### src/rtl/dmem_arbiter_if.sv
// Per-requester bus of dmem_arbiter: command toward the arbiter, completion back.
// The requester holds req/we/addr/wdata stable until it sees ack.
interface dmem_arbiter_if #(
  parameter int DATA_W = 32,
  parameter int ADDR_W = 32
);
  logic              req;
  logic              we;
  logic [ADDR_W-1:0] addr;
  logic [DATA_W-1:0] wdata;
  logic              ack;
  logic [DATA_W-1:0] rdata;
  logic              err;

  modport master (output req, we, addr, wdata, input  ack, rdata, err);
  modport slave  (input  req, we, addr, wdata, output ack, rdata, err);
endinterface

### src/rtl/dmem_arbiter.sv
// Two-port arbiter in front of a single-ported data memory: port 0 has priority,
// port 1 is forced through after STARVE_MAX back-to-back port-0 grants.
// Optional address range check: define DMEM_ARB_RANGE_CHK_EN.
module dmem_arbiter #(
  parameter int DATA_W       = 32,
  parameter int ADDR_W       = 32,
  parameter int STARVE_MAX   = 4,
  parameter int ADDR_LIMIT_W = 9
) (
  input  logic              clk,
  input  logic              reset,
  dmem_arbiter_if.slave     port0,
  dmem_arbiter_if.slave     port1,
  output logic [ADDR_W-1:0] mem_access_addr,
  output logic [DATA_W-1:0] mem_write_data,
  output logic              mem_write_en,
  output logic              mem_read,
  input  logic [DATA_W-1:0] mem_read_data
);

`ifdef DMEM_ARB_RANGE_CHK_EN
  localparam bit RANGE_CHK = 1'b1;
`else
  localparam bit RANGE_CHK = 1'b0;
`endif

  localparam logic [3:0] STARVE_LIM = 4'(STARVE_MAX);

  typedef enum logic [1:0] {
    IDLE   = 2'd0,
    ACCESS = 2'd1,
    RESP   = 2'd2
  } state_e;

  state_e            state_q, state_d;
  logic              owner_q, owner_d;
  logic [3:0]        starve_cnt_q, starve_cnt_d;
  logic              ack0_q, ack0_d, ack1_q, ack1_d;
  logic              err0_q, err0_d, err1_q, err1_d;
  logic [DATA_W-1:0] rdata0_q, rdata0_d, rdata1_q, rdata1_d;

  // Command of the port currently owning the memory.
  logic              own_we;
  logic [ADDR_W-1:0] own_addr;
  logic [DATA_W-1:0] own_wdata;
  logic              own_oob;

  assign own_we    = owner_q ? port1.we    : port0.we;
  assign own_addr  = owner_q ? port1.addr  : port0.addr;
  assign own_wdata = owner_q ? port1.wdata : port0.wdata;
  assign own_oob   = RANGE_CHK && (|own_addr[ADDR_W-1:ADDR_LIMIT_W]);

  // Memory strobes are decoded straight from the state so a reset in the middle
  // of ACCESS removes the write enable before the next edge can commit it.
  always_comb begin
    mem_access_addr = '0;
    mem_write_data  = '0;
    mem_write_en    = 1'b0;
    mem_read        = 1'b0;
    if (!reset && state_q == ACCESS) begin
      mem_access_addr = own_addr;
      mem_write_data  = own_wdata;
      mem_write_en    = own_we  & ~own_oob;
      mem_read        = ~own_we & ~own_oob;
    end
  end

  always_comb begin
    // NOTE: every _d signal gets a default first, so no branch can leave one
    // unassigned and infer a latch.
    state_d      = state_q;
    owner_d      = owner_q;
    starve_cnt_d = starve_cnt_q;
    ack0_d       = 1'b0;
    ack1_d       = 1'b0;
    err0_d       = 1'b0;
    err1_d       = 1'b0;
    rdata0_d     = rdata0_q;
    rdata1_d     = rdata1_q;

    unique case (state_q)
      IDLE: begin
        if (port0.req || port1.req) begin
          state_d = ACCESS;
          if (port0.req && !(port1.req && starve_cnt_q == STARVE_LIM)) begin
            owner_d = 1'b0;
            // The forced-grant check above keeps the count below the limit here.
            starve_cnt_d = port1.req ? starve_cnt_q + 4'd1 : 4'd0;
          end else begin
            owner_d      = 1'b1;
            starve_cnt_d = 4'd0;
          end
        end
      end

      ACCESS: begin
        state_d = RESP;
        if (owner_q) begin
          ack1_d = 1'b1;
          err1_d = own_oob;
          if (own_oob)     rdata1_d = '0;
          else if (!own_we) rdata1_d = mem_read_data;
        end else begin
          ack0_d = 1'b1;
          err0_d = own_oob;
          if (own_oob)     rdata0_d = '0;
          else if (!own_we) rdata0_d = mem_read_data;
        end
      end

      RESP:    state_d = IDLE;
      default: state_d = IDLE;
    endcase
  end

  always_ff @(posedge clk or posedge reset) begin
    if (reset) begin
      state_q      <= IDLE;
      owner_q      <= 1'b0;
      starve_cnt_q <= 4'd0;
      ack0_q       <= 1'b0;
      ack1_q       <= 1'b0;
      err0_q       <= 1'b0;
      err1_q       <= 1'b0;
      rdata0_q     <= '0;
      rdata1_q     <= '0;
    end else begin
      // NOTE: non-blocking assignments, so every flop samples the pre-edge value
      // of the others regardless of statement order.
      state_q      <= state_d;
      owner_q      <= owner_d;
      starve_cnt_q <= starve_cnt_d;
      ack0_q       <= ack0_d;
      ack1_q       <= ack1_d;
      err0_q       <= err0_d;
      err1_q       <= err1_d;
      rdata0_q     <= rdata0_d;
      rdata1_q     <= rdata1_d;
    end
  end

  assign port0.ack   = ack0_q;
  assign port1.ack   = ack1_q;
  assign port0.err   = err0_q;
  assign port1.err   = err1_q;
  assign port0.rdata = rdata0_q;
  assign port1.rdata = rdata1_q;

endmodule

### src/flat_wrapper.sv
// flat-port wrapper written by rule: the top's interface ports become plain ports
module dmem_arbiter_flat 
#(
  parameter int DATA_W       = 32,
  parameter int ADDR_W       = 32,
  parameter int STARVE_MAX   = 4,
  parameter int ADDR_LIMIT_W = 9
)
  (clk, reset, mem_access_addr, mem_write_data, mem_write_en, mem_read, mem_read_data, port0_req, port0_we, port0_addr, port0_wdata, port0_ack, port0_rdata, port0_err, port1_req, port1_we, port1_addr, port1_wdata, port1_ack, port1_rdata, port1_err);
  dmem_arbiter_if #(.DATA_W(DATA_W), .ADDR_W(ADDR_W)) port0_i ();
  dmem_arbiter_if #(.DATA_W(DATA_W), .ADDR_W(ADDR_W)) port1_i ();
  input  logic clk;
  input  logic reset;
  output logic [ADDR_W-1:0] mem_access_addr;
  output logic [DATA_W-1:0] mem_write_data;
  output logic mem_write_en;
  output logic mem_read;
  input  logic [DATA_W-1:0] mem_read_data;
  input wire logic [$bits(port0_i.req)-1:0] port0_req;
  input wire logic [$bits(port0_i.we)-1:0] port0_we;
  input wire logic [$bits(port0_i.addr)-1:0] port0_addr;
  input wire logic [$bits(port0_i.wdata)-1:0] port0_wdata;
  output wire logic [$bits(port0_i.ack)-1:0] port0_ack;
  output wire logic [$bits(port0_i.rdata)-1:0] port0_rdata;
  output wire logic [$bits(port0_i.err)-1:0] port0_err;
  input wire logic [$bits(port1_i.req)-1:0] port1_req;
  input wire logic [$bits(port1_i.we)-1:0] port1_we;
  input wire logic [$bits(port1_i.addr)-1:0] port1_addr;
  input wire logic [$bits(port1_i.wdata)-1:0] port1_wdata;
  output wire logic [$bits(port1_i.ack)-1:0] port1_ack;
  output wire logic [$bits(port1_i.rdata)-1:0] port1_rdata;
  output wire logic [$bits(port1_i.err)-1:0] port1_err;
  assign port0_i.req = port0_req;
  assign port0_i.we = port0_we;
  assign port0_i.addr = port0_addr;
  assign port0_i.wdata = port0_wdata;
  assign port0_ack = port0_i.ack;
  assign port0_rdata = port0_i.rdata;
  assign port0_err = port0_i.err;
  assign port1_i.req = port1_req;
  assign port1_i.we = port1_we;
  assign port1_i.addr = port1_addr;
  assign port1_i.wdata = port1_wdata;
  assign port1_ack = port1_i.ack;
  assign port1_rdata = port1_i.rdata;
  assign port1_err = port1_i.err;
  dmem_arbiter #(.DATA_W(DATA_W), .ADDR_W(ADDR_W), .STARVE_MAX(STARVE_MAX), .ADDR_LIMIT_W(ADDR_LIMIT_W)) u_core (.clk(clk), .reset(reset), .port0(port0_i), .port1(port1_i), .mem_access_addr(mem_access_addr), .mem_write_data(mem_write_data), .mem_write_en(mem_write_en), .mem_read(mem_read), .mem_read_data(mem_read_data));
endmodule
### config.mk
export PLATFORM = sky130hd
export DESIGN_NAME = dmem_arbiter_flat
export DESIGN_NICKNAME = d
export VERILOG_FILES = /design/src/rtl/dmem_arbiter_if.sv /design/src/rtl/dmem_arbiter.sv /design/src/flat_wrapper.sv
export SDC_FILE = /design/constraint.sdc
export NUM_CORES = 1
export LEC_CHECK = 0
export CAP_MARGIN = 15
export CORE_AREA = 2 2 118 120
export CTS_BUF_LIST = sky130_fd_sc_hd__clkbuf_4
export DETAILED_ROUTE_END_ITERATION = 7
export DIE_AREA = 0 0 120 122
export PLACE_DENSITY = 0.79
export SLEW_MARGIN = 20
export SYNTH_ARGS = -nofsm -noshare
export SYNTH_HDL_FRONTEND = slang
export SYNTH_SLANG_ARGS = --single-unit
### constraint.sdc
create_clock -name clk -period 4.06 [get_ports clk]
set_input_delay 0.406 -clock clk [delete_from_list [all_inputs] [get_ports clk]]
set_output_delay 0.406 -clock clk [all_outputs]
set_load 0.05 [all_outputs]
# ---- Word-level counts from Yosys, hierarchy flattened
# Index checks and enable logic that the tools add are counted.
dict set report word_totals {
  wordCells 39
  ff_bits 73
  inputBits 166
}
dict set report op_classes {
  n_eq_ne 3
  muxes 16
  bitwise_logic 2
  n_reduce_logical 10
  add_sub_neg 1
}
# operator n
set op_table {}
lappend op_table {{$mux W32} 4}
lappend op_table {{$mux W1} 8}
lappend op_table {{$mux W4} 2}
lappend op_table {{$reduce_and A3 Y1} 2}
lappend op_table {{$add A4 B1 Y4 const B} 1}
lappend op_table {{$eq A4 B3 Y1 const B} 1}
lappend op_table {{$pmux W2 S2} 1}
lappend op_table {{$logic_and A1 B1 Y1} 3}
lappend op_table {{$eq A2 B1 Y1 const B} 1}
lappend op_table {{$logic_not A1 Y1} 2}
lappend op_table {{$logic_not A2 Y1} 1}
lappend op_table {{$mux W2} 1}
lappend op_table {{$ne A2 B1 Y1 const B} 1}
lappend op_table {{$not A1 Y1} 2}
lappend op_table {{$reduce_and A2 Y1} 1}
lappend op_table {{$logic_or A1 B1 Y1} 1}

# ---- Logic depth before layout (Yosys ltp)
# Gate-level depths: netlist of the first run.
dict set report depth {
  ltp_word 5
  depth_mapped 6
  ltp_nobuf 5
}

# ---- Worst setup path after synthesis of the first run
# OpenSTA, ideal clock, no wires.
dict set report synth_path {
  path_kind {input to output}
  startpoint {in reset}
  endpoint {out mem_access_addr[0]}
  cell_stages 5
  t_arrival_ns 3.181
  setup_slack_ns 0.473
  cell_sequence {inv_1 nand2_1 buf_2 buf_2 nor2_1}
}
dict set report synth_between {
  elab_chain_len 3
}
# element line
set synth_lines {}
lappend synth_lines {{start: declaration} flat_wrapper.sv:13} ;# input logic reset;
lappend synth_lines {{$logic_not A1 Y1} dmem_arbiter.sv:60} ;# if (!reset && state_q == ACCESS) begin
lappend synth_lines {{$logic_and A1 B1 Y1} dmem_arbiter.sv:60}
lappend synth_lines {{$mux W32} dmem_arbiter.sv:60}
lappend synth_lines {{end: declaration} flat_wrapper.sv:14} ;# output logic [ADDR_W-1:0] mem_access_addr;
# Every way passes these cells.

# ---- Worst setup path in the final report of the first run
dict set report layout_path {
  startpoint {reg u_core.owner_q}
  endpoint {out mem_access_addr[11]}
}
dict set report layout_between {
  elab_chain_len 2
}
# element line
set layout_lines {}
lappend layout_lines {{start: declaration} dmem_arbiter.sv:36} ;# logic owner_q, owner_d;
lappend layout_lines {{start signal: assignment} dmem_arbiter.sv:131} ;# owner_q <= owner_d;
lappend layout_lines {{$mux W32} dmem_arbiter.sv:49} ;# assign own_addr = owner_q ? port1.addr : port0.addr;
lappend layout_lines {{$mux W32} dmem_arbiter.sv:60}
# Every way passes these cells.

==> flow_summary_export.csv, run 1 <==
group,metric,value,unit
run_status,status,"finished, final reports clean",
place,hpwlAfterDp,11300,um
sta,final_hold_viol_count,0,
sta,worstMarginPinSlew,0.885,ns
critical_path,startpoint_type,"flop",
floorplan,die_area,0.0146,mm2
synthesis,synthTopCellsByCount,"dfrtp_1, nor2_1, mux2i_1, mux2_2, buf_2",
critical_path,cp.arrival,2.80,ns
place,place_ws,1.23,ns
synthesis,synth_area,0.00382,mm2
synthesis,syn_avg_cell_area,11.9,um2
clocking,htreeDepth,3,
floorplan,design.core.area,0.0135,mm2
synthesis,synth_top_area_share,47.8,%
grt,antenna_found_initial,1,
place,numPortBuffers,297,
routing,drc,0,
pwr,p_leak,3.01,nW
synthesis,synthCells,322,
clocking,clockBufferDepth,2,
clocking,cts.sinks,73,
place,dp_cells,783,
floorplan,die_w,120,um
grt,grt_pass1_vias,3890,
critical_path,crit_type,"reg2out",
routing,drt_pass1_iterations,4,
clocking,clk_pin_slew,0.11,ns
synthesis,postSynth.asyncResetShare,100,%
synthesis,synthFlopType,"dfrtp_1",
floorplan,start_util,28.3,%
pwr,irDropWorstVdd,0.243,mV
place,gp_congestion,0.891,
cells_and_area,drive_above_1_share,16.6,%
sta,fin_setup_tns,0,ns
grt,grt_overflow,0,
sta,rsz0062_at_grt,"no",
sta,setup_violations,0,
sta,relSlewSlack,41.0,%
sta,fin_skew,0.0106,ns
synthesis,ys_seq_area_share,47.8,%
sta,timing.fmax,0.312,GHz
sta,slew_violations,0,
synthesis,synthMostInstantiatedCell,"dfrtp_1",
critical_path,regToRegSetupSlack,2.02,ns
critical_path,end_kind,"output port",
synthesis,synth-seq-cells,73,
synthesis,yosys_warnings,0,
grt,grtUsageTotal,19.0,%
synthesis,synthTopCellsByArea,"dfrtp_1, mux2_2, mux2i_1",
hold_path,min_path_type,"reg2reg",
routing,routed_wl,14100,um
sta,setup_slack,0.853,ns
clocking,clkLatencyLatePin,0.41,ns
clocking,cts-root-buf,"clkbuf_4",
synthesis,yosys.area.top_type,"dfrtp_1",
clocking,ctsHoldBuffers,0,
cells_and_area,final_cells,800,
routing,drt-initial-drc-count,136,
critical_path,crit_fanout,33,
critical_path,required,3.65,ns
clocking,post-cts-setup-buffers,0,
sta,min_period_over_period,79.0,%
sta,period_minus_slack,3.21,ns
floorplan,rows,43,
job,max-cap-violations,0,
routing,drt-vias-per-instance,4.52,
synthesis,synth_cell_types,29,
floorplan,num_io_pins,300,
pwr,power.total,0.00561,W
cells_and_area,nets,782,
routing,vias,3613,
grt,grt_max_degree,74,
routing,wl_per_cell,17.7,um
grt,grt_pass1_wl,21300,um
routing,ant_nets,0,
cells_and_area,syn2layout_area_growth,84.7,%
synthesis,synth-edff-count,0,
clocking,ctsResizeCount,0,
clocking,cts_tree,"built",
clocking,cts-buffers-inserted,9,
pwr,p_per_area,794,mW/mm2
floorplan,die_h,122,um
-- stage by stage --
stage / hold WS, ns / area, um2 / utilization (%)
final: 0.514 / 7060 / 52.3
after global placement: 0.471 / 6900 / 51.1
after CTS: 0.519 / 7060 / 52.3
after floorplan: 0.484 / 3830 / -
after global routing: 0.531 / 7060 / 52.3
after detailed placement: 0.490 / 6900 / 51.1
-- routing by layer --
layer | track usage [%] | wire length [um] | share of wire [%]
met5 | 0 | 0 | 0
met4 | 6.84 | 303 | 2.1
met1 | 20.9 | 5310 | 38
met2 | 34.7 | 7320 | 52
met3 | 5.48 | 1200 | 8.5
-- worst paths after layout --
path                                                    start                                 end  cells past startpoint
min in group asynchronous                               reset   u_core.port0.rdata[5]$_DFFE_PP0P_                      3
setup / recovery                   u_core.owner_q$_DFFE_PP0P_                 mem_access_addr[11]                      4
hold reg to reg            u_core.port1.rdata[29]$_DFFE_PP0P_  u_core.port1.rdata[29]$_DFFE_PP0P_                      1
setup reg to reg                   u_core.owner_q$_DFFE_PP0P_  u_core.port1.rdata[30]$_DFFE_PP0P_                      3
max in group asynchronous                               reset          u_core.owner_q$_DFFE_PP0P_                      3
hold / removal             u_core.port1.rdata[29]$_DFFE_PP0P_  u_core.port1.rdata[29]$_DFFE_PP0P_                      1
-- cells in the final DEF, fill, tap and decap left out, types with 3 or more instances in the layout --
| cell type | count |
|---|---|
| clkdlybuf4s50_1 | 286 |
| dfrtp_1 | 72 |
| nor2_1 | 67 |
| mux2i_1 | 65 |
| mux2_2 | 63 |
| buf_4 | 17 |
| clkbuf_4 | 9 |
| inv_1 | 4 |
| nand2_1 | 3 |
-- critical path: stages (launching register included) --
cell and delay [ns]:
dfrtp_4 0.81, buf_4 0.45, mux2i_1 0.13, nor2_1 0.15, clkdlybuf4s50_1 0.83
-- power breakdown --
part           total, W  switching (W)  internal [W]
clock network  0.000506       0.000256      0.000249
logic           0.00376        0.00232       0.00143
registers       0.00134       0.000263       0.00108
total           0.00561        0.00284       0.00277
-- state kept, by name, summed over array words and instances, names as in the netlist --
signal,flops
u_core.port0.rdata,32
u_core.port1.ack,1
u_core.port1.rdata,32
u_core.starve_cnt_q,4
u_core.owner_q,1
u_core.port0.ack,1
u_core.state_q,2
-- final cells by class --
| class | instances | area (um2) |
|---|---|---|
| antenna | 1 | 2.50 |
| clock buffer | 9 | 67.6 |
| clock inverter | 7 | 93.8 |
| fill | 1182 | 6440 |
| inverter | 5 | 18.8 |
| multi-input combinational | 222 | 1840 |
| sequential | 73 | 1830 |
| tap | 180 | 225 |
| timing repair buffer | 303 | 2990 |
-- logic make-up (layout without fill, tap and decap cells) --
kind of cell    count (synthesis)  in the layout  synth area share (%)
other cells                     1              3                0.0980
fa+ha+maj                       2              2                 0.654
flops                          73             73                  47.8
compound gates                  6              6                  1.21
mux                           130            130                  36.1
xor+xnor                        1              1                 0.229
simple gates                   81             81                  9.49
buf+inv                        28            324                  4.42
Power figures use the tool's default switching activity.
==> run 2: changes to the inputs <==
- CORE_AREA: 2 2 118 120 -> not set
- CORE_ASPECT_RATIO: not set -> 0.6
- CORE_MARGIN: not set -> 2
- CORE_UTILIZATION: not set -> 34
- DIE_AREA: 0 0 120 122 -> not set
- PLACE_DENSITY: 0.79 -> 0.9
- clock period: 4.06 -> 3.2 ns (I/O delays scaled with it)
==> run 2 against run 1 <==
Compared with the run above: non-clock buffer count unchanged; clock-buffer cell count increased by 1; design area decreased by 0.76%; register-to-register slack got worse by 0.88 ns; critical endpoint is now mem_read; largest cell class unchanged.
==> flow_summary_export.csv, run 2 (synthesized netlist as in run 1, its figures left out) <==
group,metric,value,unit
routing,routed_wl,13200,um
sta,fin_hold_ws,0.516,ns
clocking,clkLatencyLatePin,0.41,ns
critical_path,crit_chain,"mux2i_1, and3_1, clkdlybuf4s50_1",
clocking,ctsResizeCount,0,
routing,wl_per_cell,17.4,um
sta,relSlewSlack,39.2,%
floorplan,design.core.area,0.0108,mm2
critical_path,crit_type,"reg2out",
grt,antenna_found_initial,0,
grt,grt_busiest_layer,"met2",
place,hpwlAfterDp,10500,um
floorplan,start_util,35.5,%
routing,ant_nets,0,
sta,rsz0062_at_grt,"no",
clocking,post-cts-setup-buffers,0,
cells_and_area,syn2layout_area_growth,83.3,%
clocking,cts.sinks,73,
sta,slew_violations,0,
routing,vias,3602,
sta,period_minus_slack,2.76,ns
cells_and_area,drive_above_1_share,16.5,%
floorplan,die_w,141,um
clocking,cts_tree,"built",
cells_and_area,final_cells,757,
critical_path,crit_slowest_cell,"clkdlybuf4s50_1",
sta,min_period_over_period,86.4,%
floorplan,die_h,86.2,um
clocking,cts-buffers-inserted,9,
routing,drt_pass1_iterations,4,
pwr,irDropWorstVdd,0.634,mV
cells_and_area,final_common_cell,"clkdlybuf4s50_1",
critical_path,required,2.88,ns
place,numPortBuffers,297,
cells_and_area,layout_common_cells,"clkdlybuf4s50_1, dfrtp_1, nor2_1",
grt,grt_pass1_vias,3791,
place,dp_cells,742,
clocking,cts-root-buf,"clkbuf_4",
routing,drc,0,
sta,fin_skew,0.0188,ns
critical_path,cp.arrival,2.44,ns
critical_path,crit_fanout,18,
grt,grt_overflow,0,
pwr,p_leak,3.01,nW
clocking,htreeDepth,3,
critical_path,startpoint_type,"flop",
run_status,status,"finished, final reports clean",
grt,met1_usage,25.2,%
clocking,clockBufferDepth,2,
sta,fin_setup_tns,0,ns
critical_path,critPathMaxStageDelay,0.83,ns
grt,met3_usage,5.75,%
sta,timing.fmax,0.362,GHz
critical_path,crit_family,"buffers and inverters",
floorplan,die_area,0.0121,mm2
sta,worstMarginPinSlew,0.911,ns
grt,grt_max_degree,74,
critical_path,end_kind,"output port",
grt,grt_pass1_wl,19900,um
cells_and_area,fillCellCount,833,
clocking,clk_pin_slew,0.11,ns
cells_and_area,nets,782,
sta,final_hold_viol_count,0,
routing,drt-vias-per-instance,4.76,
floorplan,num_io_pins,300,
routing,drt-initial-drc-count,95,
place,gp_congestion,0.791,
floorplan,rows,29,
grt,met2_usage,37.9,%
clocking,ctsHoldBuffers,0,
cells_and_area,n_antenna_cell,0,
hold_path,min_path_type,"reg2reg",
critical_path,path_buf_inv,1,
sta,setup_violations,0,
pwr,p_per_area,1010,mW/mm2
grt,grtUsageTotal,21.0,%
job,max-cap-violations,0,
==> run 2: final cells by class <==
cell class | count | area [um2] | area share [%]
tap | 139 | 174 | 2.48
sequential | 73 | 1830 | 26.1
timing repair buffer | 303 | 3020 | 43.0
clock inverter | 5 | 57.6 | 0.821
multi-input combinational | 222 | 1840 | 26.2
inverter | 5 | 22.5 | 0.321
clock buffer | 10 | 75.1 | 1.07
==> run 2: final timing paths <==
kind / startpoint / end / slack, ns / depth (start not counted)
setup / recovery: u_core.owner_q$_DFFE_PP0P_ / mem_read / 0.44 / 3
hold / removal: u_core.port0.rdata[25]$_DFFE_PP0P_ / u_core.port0.rdata[25]$_DFFE_PP0P_ / 0.52 / 1
setup reg to reg: u_core.owner_q$_DFFE_PP0P_ / u_core.port0.rdata[16]$_DFFE_PP0P_ / 1.14 / 4
hold reg to reg: u_core.port0.rdata[25]$_DFFE_PP0P_ / u_core.port0.rdata[25]$_DFFE_PP0P_ / 0.52 / 1
max in group asynchronous: reset / u_core.owner_q$_DFFE_PP0P_ / 1.92 / 3
min in group asynchronous: reset / u_core.port1.rdata[17]$_DFFE_PP0P_ / 0.60 / 3
==> run 2: stage by stage <==
step	utilization [%]	worst slack, ns	cell area (um2)	power [W]
final	65.1	0.436	7010	0.00705
after CTS	65.1	0.387	7010	0.00712
after global placement	63.8	0.701	6880	0.00643
after floorplan	-	0.604	3830	0.00490
after global routing	65.1	0.299	7010	0.00735
after detailed placement	63.8	0.744	6880	0.00654
==> run 2: worst reg2reg max path, delay by kind of cell (launching register included) <==
kind          cells  cell delay, ns
mux               1            0.43
simple gates      1            0.19
buf+inv           2            0.72
flops             1            0.62
==> run 2: metal layers <==
| layer | part of all wire, % | vias up | wire length [um] |
|---|---|---|---|
| met1 | 41 | 1739 | 5350 |
| met2 | 52 | 153 | 6830 |
| li1 | - | 1690 | - |
| met4 | 1.1 | 0 | 150 |
| met3 | 6.2 | 20 | 820 |
| met5 | 0 | - | 0 |
==> run 2: where the power goes <==
part           switching, W  internal [W]
registers          0.000302       0.00137
logic               0.00297       0.00184
clock network      0.000315      0.000243
total               0.00359       0.00346
